--- src/rtl/proc_control_fsm_pkg.sv ---
// proc_defs: shared definitions for the processor control unit.
//   - opcode constants for the 4-bit opcode field
//   - 2-bit time-step encoding T0..T3
//   - ALU operation codes driven on AluOp
//   - instruction register field widths
//   - alu_op_of(): maps an ALU opcode onto its AluOp code
package proc_defs;

  localparam int IR_W  = 10;
  localparam int OPC_W = 4;
  localparam int REG_W = 3;

  localparam logic [OPC_W-1:0] OP_MV  = 4'b0000;
  localparam logic [OPC_W-1:0] OP_MVI = 4'b0001;
  localparam logic [OPC_W-1:0] OP_ADD = 4'b0010;
  localparam logic [OPC_W-1:0] OP_SUB = 4'b0011;
  localparam logic [OPC_W-1:0] OP_AND = 4'b0100;

  localparam logic [1:0] ALU_ADD = 2'b00;
  localparam logic [1:0] ALU_SUB = 2'b01;
  localparam logic [1:0] ALU_AND = 2'b10;

  typedef enum logic [1:0] {
    T0 = 2'd0,
    T1 = 2'd1,
    T2 = 2'd2,
    T3 = 2'd3
  } state_t;

  // Non-ALU opcodes never reach T2, so their mapping is irrelevant.
  function automatic logic [1:0] alu_op_of(input logic [OPC_W-1:0] op);
    case (op)
      OP_SUB:  alu_op_of = ALU_SUB;
      OP_AND:  alu_op_of = ALU_AND;
      default: alu_op_of = ALU_ADD;
    endcase
  endfunction

  function automatic logic is_alu_op(input logic [OPC_W-1:0] op);
    is_alu_op = (op == OP_ADD) || (op == OP_SUB) || (op == OP_AND);
  endfunction

endpackage

--- src/rtl/proc_control_fsm_dec3to8.sv ---
// dec3to8: 3-to-8 one-hot decoder with enable.
//   en  : when low, the output is all zeros
//   sel : index of the bit to set
//   y   : one-hot result (at most one bit set)
module dec3to8 (
  input  logic       en,
  input  logic [2:0] sel,
  output logic [7:0] y
);

  always_comb begin
    y = 8'h00;
    if (en) y[sel] = 1'b1;
  end

endmodule

--- src/rtl/proc_control_fsm_regn.sv ---
// regn: generic register with synchronous active-high reset and load enable.
//   clk : rising-edge clock
//   rst : synchronous reset to zero (priority over en)
//   en  : load d on the next rising edge
//   d   : input data
//   q   : registered data
module regn #(
  parameter int DATA_W = 10
) (
  input  logic              clk,
  input  logic              rst,
  input  logic              en,
  input  logic [DATA_W-1:0] d,
  output logic [DATA_W-1:0] q
);

  always_ff @(posedge clk) begin
    if (rst)     q <= '0;
    else if (en) q <= d;
  end

endmodule

--- src/rtl/proc_control_fsm.sv ---
// proc_control_fsm: multi-cycle control unit for the simple processor.
// Latches each instruction word into IR and steps through T0..T3, driving
// the register file, A/G registers, ALU and bus multiplexer.
//
// Ports:
//   Clk      : rising-edge clock
//   Reset    : synchronous active-high reset (state <= T0, IR <= 0)
//   Run      : Din holds a valid word this cycle
//   Din      : instruction or immediate word
//   Ready    : in T0, will accept an opcode
//   NextWord : one-cycle request to advance the ROM program counter
//   IRin     : instruction register load strobe
//   Rin      : one-hot register write enables
//   Rout     : one-hot register bus drive
//   DINout   : drive Din onto the bus
//   Ain      : load A register
//   Gin      : load G register
//   Gout     : drive G onto the bus
//   AluOp    : 00 add, 01 sub, 10 and (nonzero only in T2)
//   Done     : instruction retires this cycle
//
// All control outputs are combinational decodes of state, IR and Run.
module proc_control_fsm
  import proc_defs::*;
#(
  parameter int NREG = 8
) (
  input  logic            Clk,
  input  logic            Reset,
  input  logic            Run,
  input  logic [IR_W-1:0] Din,
  output logic            Ready,
  output logic            NextWord,
  output logic            IRin,
  output logic [NREG-1:0] Rin,
  output logic [NREG-1:0] Rout,
  output logic            DINout,
  output logic            Ain,
  output logic            Gin,
  output logic            Gout,
  output logic [1:0]      AluOp,
  output logic            Done
);

  state_t            state;
  logic [IR_W-1:0]   ir;
  logic [OPC_W-1:0]  op;
  logic [REG_W-1:0]  rx;
  logic [REG_W-1:0]  ry;

  logic              rin_en;
  logic [REG_W-1:0]  rin_sel;
  logic              rout_en;
  logic [REG_W-1:0]  rout_sel;

  assign op = ir[9:6];
  assign rx = ir[5:3];
  assign ry = ir[2:0];

  // IR only loads on an accepted opcode, so Din changes after T0 cannot
  // disturb the instruction being sequenced.
  regn #(
    .DATA_W(IR_W)
  ) u_ir (
    .clk(Clk),
    .rst(Reset),
    .en (IRin),
    .d  (Din),
    .q  (ir)
  );

  dec3to8 u_rin_dec (
    .en (rin_en),
    .sel(rin_sel),
    .y  (Rin)
  );

  dec3to8 u_rout_dec (
    .en (rout_en),
    .sel(rout_sel),
    .y  (Rout)
  );

  always_ff @(posedge Clk) begin
    if (Reset) begin
      state <= T0;
    end else begin
      case (state)
        T0: if (Run) state <= T1;
        T1: begin
          if (is_alu_op(op))                state <= T2;
          else if (op != OP_MVI || Run)     state <= T0;
        end
        T2: state <= T3;
        T3: state <= T0;
        default: state <= T0;
      endcase
    end
  end

  always_comb begin
    Ready    = 1'b0;
    NextWord = 1'b0;
    IRin     = 1'b0;
    DINout   = 1'b0;
    Ain      = 1'b0;
    Gin      = 1'b0;
    Gout     = 1'b0;
    AluOp    = ALU_ADD;
    Done     = 1'b0;
    rin_en   = 1'b0;
    rin_sel  = rx;
    rout_en  = 1'b0;
    rout_sel = ry;

    case (state)
      T0: begin
        Ready = 1'b1;
        if (Run) begin
          IRin     = 1'b1;
          NextWord = 1'b1;
        end
      end

      T1: begin
        case (op)
          OP_MV: begin
            rout_en  = 1'b1;
            rout_sel = ry;
            rin_en   = 1'b1;
            Done     = 1'b1;
          end
          OP_MVI: begin
            // Hold in T1 until the immediate word is presented.
            if (Run) begin
              DINout   = 1'b1;
              rin_en   = 1'b1;
              NextWord = 1'b1;
              Done     = 1'b1;
            end
          end
          OP_ADD, OP_SUB, OP_AND: begin
            rout_en  = 1'b1;
            rout_sel = rx;
            Ain      = 1'b1;
          end
          default: Done = 1'b1;
        endcase
      end

      T2: begin
        rout_en  = 1'b1;
        rout_sel = ry;
        Gin      = 1'b1;
        AluOp    = alu_op_of(op);
      end

      T3: begin
        Gout   = 1'b1;
        rin_en = 1'b1;
        Done   = 1'b1;
      end

      default: ;
    endcase
  end

endmodule

--- config.mk ---
export PLATFORM = sky130hd
export DESIGN_NAME = proc_control_fsm
export DESIGN_NICKNAME = d
export VERILOG_FILES = /design/src/rtl/proc_control_fsm_pkg.sv /design/src/rtl/proc_control_fsm_dec3to8.sv /design/src/rtl/proc_control_fsm_regn.sv /design/src/rtl/proc_control_fsm.sv
export SDC_FILE = /design/constraint.sdc
export NUM_CORES = 1
export LEC_CHECK = 0
export CAP_MARGIN = 20
export CORE_ASPECT_RATIO = 1.5
export CORE_UTILIZATION = 41
export DETAILED_ROUTE_END_ITERATION = 16
export PLACE_DENSITY = 0.8
export SLEW_MARGIN = 20
export SYNTH_ARGS = -nofsm -noshare
export SYNTH_HDL_FRONTEND = slang
export SYNTH_SLANG_ARGS = --single-unit
export TNS_END_PERCENT = 10
--- constraint.sdc ---
create_clock -name Clk -period 2.4 [get_ports Clk]
set_clock_uncertainty 0.05 [all_clocks]
set_input_delay 0.6 -clock Clk [delete_from_list [all_inputs] [get_ports Clk]]
set_output_delay 0.6 -clock Clk [all_outputs]
set_load 0.01 [all_outputs]
==> flow_summary.json <==
{
  "slew_headroom": 0.714,
  "numCtsBuffers": 3,
  "initial_core_util": 0.435,
  "fin_ws_ns": -0.200,
  "grt_max_degree": 13,
  "tightest_slew_ns": 0.427,
  "end_kind": "primary output",
  "cp_top_family": "simple AND/OR/NAND/NOR gates",
  "clkSlewWorstSetupHoldPaths_ns": 0.07,
  "power_switching_mw": 0.196,
  "crit_fanout": 4,
  "postCtsHoldBufs": 0,
  "drtIter0Drc": 31,
  "overflow": 0,
  "fin_crit_ns": 2.60,
  "clkLatencyLatePin_ns": 0.27,
  "report.final.slew_viol_count": 0,
  "first_global_vias": 1011,
  "rows": 20,
  "nNetsFinal": 205,
  "io_pins": 39,
  "power.internal_mw": 0.396,
  "rsz0062_at_grt": "yes",
  "clock_path_buffers": 2,
  "p_leak_nw": 0.707,
  "critPathSlowestCell": "or3b_4",
  "die_y_um": 58.4,
  "wirelength_um": 3030,
  "setup_violations": 17,
  "dr.pass1.iters": 4,
  "path_cells": "inv_2 -> ha_4 -> or3b_4 -> nor3b_4 -> o21ai_2 -> nor3_2 -> clkdlybuf4s15_2",
  "final_cells": 208,
  "cts_tree": "built",
  "clock_power_share": 0.207,
  "port_buffers": 38,
  "layout_commonest_cell": "nand2_1",
  "cpPeakStageDelay_ns": 0.39,
  "vias_per_cell": 5.28,
  "seq_area_frac_synth": 0.276,
  "syn_area_per_cell_um2": 7.08,
  "ys_seq_elements": 12,
  "cts_root_buf": "clkbuf_4",
  "drv_cap": 0,
  "highest_layer": "met4",
  "wl_per_cell_um": 14.6,
  "wl_met3_um": 90,
  "outcome": "finished with violations",
  "critPathKind": "reg -> out",
  "routed-wl-met2_um": 1750,
  "crit_buf_inv": 2,
  "placedCellCount": 198,
  "clkSinkCount": 12,
  "core_um2": 2000,
  "ys_types": 33,
  "arrival_ns": 1.95,
  "die_area_um2": 2320,
  "drive_gt1_frac": 0.425,
  "vias": 1098,
  "start_kind": "flip-flop",
  "power_frac_seq": 0.394,
  "wl_met1_um": 1150,
  "die_w_um": 39.6,
  "ant_nets": 0,
  "fmax_ghz": 0.385,
  "drcViolationCount": 0,
  "syn_inst": 123,
  "required_ns": 1.75,
  "hold_class": "reg -> reg",
  "grt_pass1_wl_um": 4330,
  "violations": "setup timing",
  "peakVddDrop_mv": 0.345,
  "finalCritPeriodShare": 1.08,
  "track_usage": 0.264,
  "area_growth_pct": 76.0,
  "syn_nets": 140,
  "htree_levels": 1,
  "power.density_nw_per_um2": 387,
  "antenna_found_initial": 0,
  "final_cell_mix": "24 x nand2_1, 23 x buf_4, 16 x buf_2",
  "yosysWarnings": 0,
  "place_hpwl_um": 2110,
  "comb_power_share": 0.400,
  "diodes": 0,
  "syn_area_um2": 871,
  "worst_hold_slack_ns": 0.438,
  "gp_congestion": 0.837,
  "final-hold-violation-count": 0,
  "netSwitchingFraction": 0.331
}
power by group through the flow:
stage | clock network, mW | logic (mW) | registers [mW]
after floorplan | 0 | 0.101 | 0.230
after global placement | 0 | 0.196 | 0.232
after CTS | 0.124 | 0.221 | 0.232
after global routing | 0.133 | 0.254 | 0.235
after detailed placement | 0 | 0.201 | 0.233
final | 0.122 | 0.237 | 0.233
cell type report:
type | count | area, um2
inverter | 6 | 22.5
tap | 22 | 27.5
multi-input combinational | 101 | 713
clock buffer | 3 | 22.5
timing repair buffer | 64 | 499
fill | 145 | 469
sequential | 12 | 248
cell families (layout without fill, tap and decap cells):
| logic type | Yosys count | in the layout | share of synthesized area |
|---|---|---|---|
| buffers and inverters | 10 | 73 | 0.0445 |
| AO/OA/AOI/OAI | 24 | 24 | 0.175 |
| AND/OR/NAND/NOR | 68 | 68 | 0.387 |
| multiplexers | 5 | 5 | 0.0603 |
| adder cells (fa/ha/maj) | 4 | 4 | 0.0575 |
| flip-flops | 12 | 12 | 0.276 |
worst paths after layout:
check | start | endpoint | slack (ns) | cells after the start
hold reg to reg | u_ir.q[0]$_SDFFE_PP0P_ | u_ir.q[0]$_SDFFE_PP0P_ | 0.44 | 2
setup reg to reg | flip-flop | flip-flop | 0.45 | 7
setup / recovery | flip-flop | Rin[1] | -0.20 | 7
hold / removal | u_ir.q[0]$_SDFFE_PP0P_ | u_ir.q[0]$_SDFFE_PP0P_ | 0.44 | 2
tightest hold or removal path, delay by kind of cell (launching register included):
family | cells | cell delay, ns
AOI/OAI and AO/OA | 1 | 0.06
DFF | 1 | 0.32
and+or+nand+nor | 1 | 0.06
routing by layer:
| metal | track usage | up-vias |
|---|---|---|
| li1 | - | 540 |
| met1 | 0.290 | 528 |
| met2 | 0.473 | 26 |
| met3 | 0.0377 | 4 |
| met4 | 0.108 | 0 |
| met5 | 0 | - |
state kept, by name, summed over array words and instances (netlist names), named ones only:
register  cells
state         1
u_ir.q       10
synth_stat cells, drive strengths merged:
master,count,share of area
a21boi,1,0.0086
a21o,1,0.0086
a21oi,12,0.069
a31o,1,0.010
and2,1,0.0072
and3b,1,0.010
and4b,1,0.011
buf,1,0.0057
clkbuf,3,0.013
dfxtp,12,0.28
ha,4,0.057
inv,6,0.026
mux2,2,0.026
mux2i,3,0.034
nand2,24,0.10
nand2b,8,0.057
nor2,19,0.082
nor2b,4,0.029
nor3,3,0.017
nor3b,3,0.032
o2111ai,1,0.010
o21ai,3,0.022
o21bai,2,0.017
o311ai,2,0.020
o31a,1,0.010
or2,1,0.0072
or3,1,0.0072
or3b,2,0.023
through the flow:
| step | utilization | setup TNS, ns | setup WS (ns) | area (um2) | power, mW |
|---|---|---|---|---|---|
| 4_1_cts | 0.738 | -1.71 | -0.209 | 1480 | 0.576 |
| 6_report | 0.766 | -1.98 | -0.200 | 1530 | 0.592 |
| 2_1_floorplan | - | 0 | 0.162 | 871 | 0.330 |
| 3_3_place_gp | 0.702 | -7.65 | -0.630 | 1410 | 0.427 |
| 3_5_place_dp | 0.702 | -8.22 | -0.676 | 1410 | 0.433 |
| 5_1_grt | 0.766 | -3.47 | -0.289 | 1530 | 0.621 |
repair_timing:
action / 4_1_cts / 5_1_grt
pin swaps: 11 / 6
resized for setup: 98 / 16
endpoints found under the setup margin: 23 / 20
setup buffers: 4 / 3
Note: power is estimated with default switching activity, not from simulation.
